### src/rtl/tone_pkg.sv
// Shared defaults and the per-channel tone configuration record.
// Fields are held at TONE_MAX_PW bits; channels zero-extend narrower PW values.
package tone_pkg;

    localparam int unsigned TONE_CLK_F  = 32;
    localparam int unsigned TONE_CH     = 4;
    localparam int unsigned TONE_PW     = 20;
    localparam int unsigned TONE_MAX_PW = 32;

    typedef struct packed {
        logic [TONE_MAX_PW-1:0] period;
        logic [TONE_MAX_PW-1:0] high;
    } tone_cfg_t;

    function automatic tone_cfg_t tone_cfg(input logic [TONE_MAX_PW-1:0] period,
                                           input logic [TONE_MAX_PW-1:0] high);
        tone_cfg_t c;
        c.period = period;
        c.high   = high;
        return c;
    endfunction

endpackage

### src/rtl/tone_channel.sv
// One tone channel: active/shadow configuration, microsecond counter and
// registered tone/wrap outputs. Shadow loads only at a period boundary or when silent.
module tone_channel
    import tone_pkg::*;
#(
    parameter int unsigned PW = TONE_PW
) (
    input  logic          i_clk,
    input  logic          i_rst_n,
    input  logic          i_tick,
    input  logic          i_sync,
    input  logic          i_wr,
    input  logic [PW-1:0] i_wr_period,
    input  logic [PW-1:0] i_wr_high,
    input  logic          i_en,
    output logic          o_tone,
    output logic          o_wrap,
    output logic          o_pending
);

    tone_cfg_t               r_act;
    tone_cfg_t               r_shd;
    logic                    r_pend;
    logic [PW-1:0]           r_cnt;
    logic                    r_tone;
    logic                    r_wrap;

    tone_cfg_t               w_act_d;
    tone_cfg_t               w_shd_d;
    tone_cfg_t               w_wr_cfg;
    logic                    w_pend_d;
    logic [PW-1:0]           w_cnt_d;
    logic                    w_tone_d;
    logic                    w_wrap_d;
    logic                    w_live;
    logic                    w_at_end;
    logic [TONE_MAX_PW-1:0]  w_cnt_ext;

    assign w_wr_cfg  = tone_cfg(TONE_MAX_PW'(i_wr_period), TONE_MAX_PW'(i_wr_high));
    assign w_cnt_ext = TONE_MAX_PW'(r_cnt);
    assign w_live    = (r_act.period != '0);
    assign w_at_end  = w_live && (w_cnt_ext == r_act.period - TONE_MAX_PW'(1));

    always_comb begin
        w_act_d  = r_act;
        w_shd_d  = r_shd;
        w_pend_d = r_pend;
        w_cnt_d  = r_cnt;
        w_wrap_d = 1'b0;
        if (i_sync) begin
            // Sync realigns phase; a same-cycle write bypasses the shadow stage.
            w_cnt_d  = '0;
            w_pend_d = 1'b0;
            if (i_wr) begin
                w_act_d = w_wr_cfg;
                w_shd_d = w_wr_cfg;
            end else if (r_pend) begin
                w_act_d = r_shd;
            end
        end else begin
            if (i_tick) begin
                if (!w_live || w_at_end) begin
                    w_cnt_d  = '0;
                    w_wrap_d = w_at_end && i_en;
                    if (r_pend) begin
                        w_act_d  = r_shd;
                        w_pend_d = 1'b0;
                    end
                end else begin
                    w_cnt_d = r_cnt + PW'(1);
                end
            end
            if (i_wr) begin
                w_shd_d  = w_wr_cfg;
                w_pend_d = 1'b1;
            end
        end
        w_tone_d = i_en && w_live && (w_cnt_ext < r_act.high);
    end

    always_ff @(posedge i_clk or negedge i_rst_n) begin
        if (!i_rst_n) begin
            r_act  <= '0;
            r_shd  <= '0;
            r_pend <= 1'b0;
            r_cnt  <= '0;
            r_tone <= 1'b0;
            r_wrap <= 1'b0;
        end else begin
            r_act  <= w_act_d;
            r_shd  <= w_shd_d;
            r_pend <= w_pend_d;
            r_cnt  <= w_cnt_d;
            r_tone <= w_tone_d;
            r_wrap <= w_wrap_d;
        end
    end

    assign o_tone    = r_tone;
    assign o_wrap    = r_wrap;
    assign o_pending = r_pend;

endmodule

### src/rtl/tone_bank.sv
// Bank of CH tone channels sharing a microsecond prescaler, a phase-sync
// strobe and a registered count of active tone outputs.
module tone_bank
    import tone_pkg::*;
#(
    parameter int unsigned CLK_F = TONE_CLK_F,
    parameter int unsigned CH    = TONE_CH,
    parameter int unsigned PW    = TONE_PW,
    localparam int unsigned CHW  = (CH > 1) ? $clog2(CH) : 1,
    localparam int unsigned MW   = $clog2(CH + 1)
) (
    input  logic           CLK,
    input  logic           RST_N,
    input  logic           wr_en,
    input  logic [CHW-1:0] wr_ch,
    input  logic [PW-1:0]  wr_period,
    input  logic [PW-1:0]  wr_high,
    input  logic [CH-1:0]  en,
    input  logic           sync,
    output logic [CH-1:0]  tone_out,
    output logic [CH-1:0]  wrap,
    output logic [CH-1:0]  pending,
    output logic [MW-1:0]  mix
);

    localparam int unsigned PSW = $clog2(CLK_F);

    logic [PSW-1:0] r_presc;
    logic [MW-1:0]  r_mix;
    logic           w_tick;
    logic [CH-1:0]  w_wr;
    logic [CH-1:0]  w_tone;
    logic [CH-1:0]  w_wrap;
    logic [CH-1:0]  w_pend;
    logic [MW-1:0]  w_pop;

    assign w_tick = (r_presc == PSW'(CLK_F - 1));

    always_ff @(posedge CLK or negedge RST_N) begin
        if (!RST_N) begin
            r_presc <= '0;
        end else if (sync || w_tick) begin
            r_presc <= '0;
        end else begin
            r_presc <= r_presc + PSW'(1);
        end
    end

    // Channel numbers at or above CH never match, so such writes are dropped.
    always_comb begin
        w_wr = '0;
        for (int unsigned i = 0; i < CH; i++) begin
            w_wr[i] = wr_en && (32'(wr_ch) == i);
        end
    end

    for (genvar gi = 0; gi < CH; gi++) begin : g_ch
        tone_channel #(
            .PW (PW)
        ) u_ch (
            .i_clk       (CLK),
            .i_rst_n     (RST_N),
            .i_tick      (w_tick),
            .i_sync      (sync),
            .i_wr        (w_wr[gi]),
            .i_wr_period (wr_period),
            .i_wr_high   (wr_high),
            .i_en        (en[gi]),
            .o_tone      (w_tone[gi]),
            .o_wrap      (w_wrap[gi]),
            .o_pending   (w_pend[gi])
        );
    end

    always_comb begin
        w_pop = '0;
        for (int unsigned i = 0; i < CH; i++) begin
            w_pop = w_pop + MW'(w_tone[i]);
        end
    end

    always_ff @(posedge CLK or negedge RST_N) begin
        if (!RST_N) begin
            r_mix <= '0;
        end else begin
            r_mix <= w_pop;
        end
    end

    assign tone_out = w_tone;
    assign wrap     = w_wrap;
    assign pending  = w_pend;
    assign mix      = r_mix;

endmodule

### config.mk
export PLATFORM = sky130hd
export DESIGN_NAME = tone_bank
export DESIGN_NICKNAME = d
export VERILOG_FILES = /design/src/rtl/tone_pkg.sv /design/src/rtl/tone_channel.sv /design/src/rtl/tone_bank.sv
export SDC_FILE = /design/constraint.sdc
export NUM_CORES = 1
export LEC_CHECK = 0
export CAP_MARGIN = 20
export CORE_ASPECT_RATIO = 1.2
export CORE_MARGIN = 2
export CORE_UTILIZATION = 25
export CTS_CLUSTER_SIZE = 12
export DETAILED_ROUTE_END_ITERATION = 10
export HOLD_SLACK_MARGIN = 0.12
export PLACE_DENSITY = 0.41
export SKIP_CTS_REPAIR_TIMING = 1
export SYNTH_ARGS = -nofsm -noshare
export SYNTH_HDL_FRONTEND = slang
export SYNTH_HIERARCHICAL = 1
export SYNTH_SLANG_ARGS = --single-unit
### constraint.sdc
create_clock -name CLK -period 3.7 [get_ports CLK]
set_clock_uncertainty 0.2 [all_clocks]
set_input_delay 0.74 -clock CLK [delete_from_list [all_inputs] [get_ports CLK]]
set_output_delay 0.74 -clock CLK [all_outputs]
set_load 0.005 [all_outputs]
==> results.md <==
- Largest net degree at the start of global routing: 80
- Clock sink count: 516
- Maximum achievable frequency: 277 MHz
- H-tree levels: 2
- Peak supply drop: 0.344 mV
- Total gr overflow: 0
- Required time worst endpoint: 4.01 ns
- CP cell instances: or4_1 > nor3_2 > buf_4 > nand4b_1 > o211ai_1 > nand3_1 > or4_4 > o21ai_4 > buf_4 > buf_6 > a2bb2oi_1
- Max Cap Viol: 0
- First-pass GRT wire length: 140 mm
- Total Nets Final: 3,049
- Static Leak: 14.6 nW
- DP Area: 32,500 sq um
- Top_reg_cell synth: dfrtp_1
- Register area: 12,900 sq um
- Worst relative slew slack: 0.350
- CP delay by family, top: simple AND/OR/NAND/NOR gates
- Clock latency on the worst-skew pair: 0.65 ns
- R2R Setup Slk: 0.09 ns
- Asr flop ratio synth: 1.00
- Layout cells sized above 1: 0.225
- Worst EP arrival: 3.92 ns
- Core box area: 115,000 sq um
- CP peak stage delay: 0.65 ns
- Final hold vios: 0
- Die width: 315 um
- CP max FO: 23
- Least-Margin Pin Slew: 0.972 ns
- CP Class: reg -> reg
- Post-synthesis compound-gate area fraction: 0.163
- Routed vias/inst: 4.89
- Final GP Congestion: 0.870
- Synthesized Nets: 2,878
- Post-Syn Instances: 2,735
- Yosys cell types: 80
- Simple-gate share of the synthesized area: 0.189
- Worst hold slack: 0.276 ns
- Cell mode on critical path: buf_4
- Post-Synth XOR/XNOR Area: 0.0539
- Fillcell total: 11,900
- Largest family of logic cells by synthesized area: simple AND/OR/NAND/NOR gates
- Pwr per Cell Area: 498 nW/um^2
- Final setup viols: 0
- Post-DP HPWL: 65.5 mm
- Initial antenna violation count: 4
- Multi-input logic area: 15,000 sq um
- Die Ht: 377 um
- Mapped Avg Cell Area: 10.6 sq um
- Post-synthesis adder-cell area fraction: 0.0405
- Via count: 21,900
- Worst-path clk slew: 0.06 ns
- Row count: 136
- Io pins: 65
- Antenna Nets Post-Route: 0
- Die area: 119,000 sq um
- Starting density of the core: 0.252
- Status: complete, no violations
- Routed WL: 92.0 mm
- EDFF count, synth: 0
- Cts bufs inserted: 60
- Vias in the first global route: 22,500
- Yosys warnings: 6
- Clk root buf: clkbuf_16
- CTS tree: done
- Post-route cell area: 34,800 sq um
- Crit path launch type: flip-flop
- Initial drt markers: 1,209
- Seq cells post-synth: 516
- Post-route setup TNS: 0 ns
- First-pass DRT Iterations: 6
- Worst Path Buf+Inv: 3
- Area growth, synth to finish: 20.3%
- Fin crit period: 3.61 ns
- Hold crit path type: reg -> reg
- Max clock buf depth: 3
- CP endpoint kind: flip-flop
- Post-Syn Area: 28,900 sq um
- DRC violations left: 0
- Number of port buffers: 64
- Tot GR Track Use: 0.153
- Period utilisation layout: 0.977
- Mux cell area share after synthesis: 0.0661
- WL/cell: 20.6 um
- Slowest stage cell, crit path: or4_1
- Final-report max-slew violation count: 0
- Post-synthesis sequential area ratio: 0.446
- Total chip power: 0.0173 W
==> state kept, by name, indices dropped and copies added, names as in the netlist <==
register / count
g_ch.u_ch/o_pending: 4
g_ch.u_ch/o_tone: 4
g_ch.u_ch/o_wrap: 4
g_ch.u_ch/r_act: 256
g_ch.u_ch/r_cnt: 80
g_ch.u_ch/r_shd: 160
mix: 3
r_presc: 5
==> layout by cell type (no fill, tap or decap), types with 92 or more instances in the layout <==
| cell type | count |
|---|---|
| a2bb2oi_2 | 127 |
| ha_1 | 92 |
| buf_4 | 167 |
| o21ai_0 | 206 |
| nor2_1 | 144 |
| nand2_1 | 99 |
| mux2_2 | 166 |
| xnor2_1 | 98 |
| nand3b_1 | 163 |
| inv_1 | 114 |
| dfrtp_1 | 512 |
==> power breakdown <==
group          total (W)  internal [W]  switching, W
Clock            0.00595       0.00346       0.00249
Sequential       0.00724       0.00653      0.000705
Combinational    0.00415       0.00211       0.00203
==> synth_stat cells, types with 33 or more instances <==
master	instances	area (sq um)
ha_1	92	1150
and3_1	37	231
dfrtp_1	516	12900
nor4_1	55	344
mux2_2	166	1870
nor2_1	145	544
nor3_1	69	345
o21ai_0	206	1030
nor2b_1	86	538
a2bb2oi_2	127	1910
nand3_1	72	360
xnor2_1	99	867
a21o_1	33	248
xor2_1	79	692
nand4_1	64	400
nand3b_1	163	1220
clkbuf_1	96	360
nand2_1	103	387
inv_1	115	432
a21oi_1	62	310
==> per-stage QoR <==
stage / instances / utilization / worst slack [ns]
2_1_floorplan: 2735 / - / 0.0555
3_3_place_gp: 4343 / 0.283 / 0.0317
3_5_place_dp: 4343 / 0.283 / -0.0155
4_1_cts: 4447 / 0.300 / -0.0344
5_1_grt: 4466 / 0.304 / -0.0247
6_report: 4471 / 0.304 / 0.0869
==> worst reg2reg max path, stage by stage (launching register included) <==
cell	delay (ns)
dfrtp_1	0.42
or4_1	0.65
nor3_2	0.27
buf_4	0.19
nand4b_1	0.10
o211ai_1	0.19
nand3_1	0.16
or4_4	0.55
o21ai_4	0.24
buf_4	0.16
buf_6	0.23
a2bb2oi_1	0.14
==> logic make-up after synthesis <==
group | count (synthesis)
AND/OR/NAND/NOR | 936
buffers and inverters | 276
flip-flops | 516
XOR/XNOR | 178
adder cells (fa/ha/maj) | 93
AO/OA/AOI/OAI | 566
multiplexers | 170
==> layer usage <==
layer,vias up,GRT usage,part of all wire,wire length [um]
met5,-,0,0,0
met4,0,0.0510,0.035,3180
met3,124,0.0176,0.032,2910
met2,366,0.258,0.48,43800
met1,11100,0.203,0.46,42100
li1,10300,-,-,-
==> final timing paths <==
check / start / cells after the start / to
worst max-delay path: g_ch[3].u_ch/r_act[39] / 11 / g_ch[3].u_ch/r_act[42]
worst min-delay path: g_ch[3].u_ch/r_act[60] / 1 / g_ch[3].u_ch/r_act[60]
worst max register to register: g_ch[3].u_ch/r_act[39] / 11 / g_ch[3].u_ch/r_act[42]
worst min register to register: g_ch[3].u_ch/r_act[60] / 1 / g_ch[3].u_ch/r_act[60]
max in group asynchronous: RST_N / 3 / g_ch[3].u_ch/r_act[24]
min in group asynchronous: RST_N / 2 / g_ch[2].u_ch/r_shd[46]
==> layout make-up <==
type,instances,area share
multi-input combinational,1943,0.430
inverter,115,0.0124
antenna,5,0.000359
clock buffer,89,0.0514
sequential,516,0.371
clock inverter,15,0.00456
timing repair buffer,270,0.0759
tap,1518,0.0545
No activity file was read; power rests on OpenSTA's default activity.
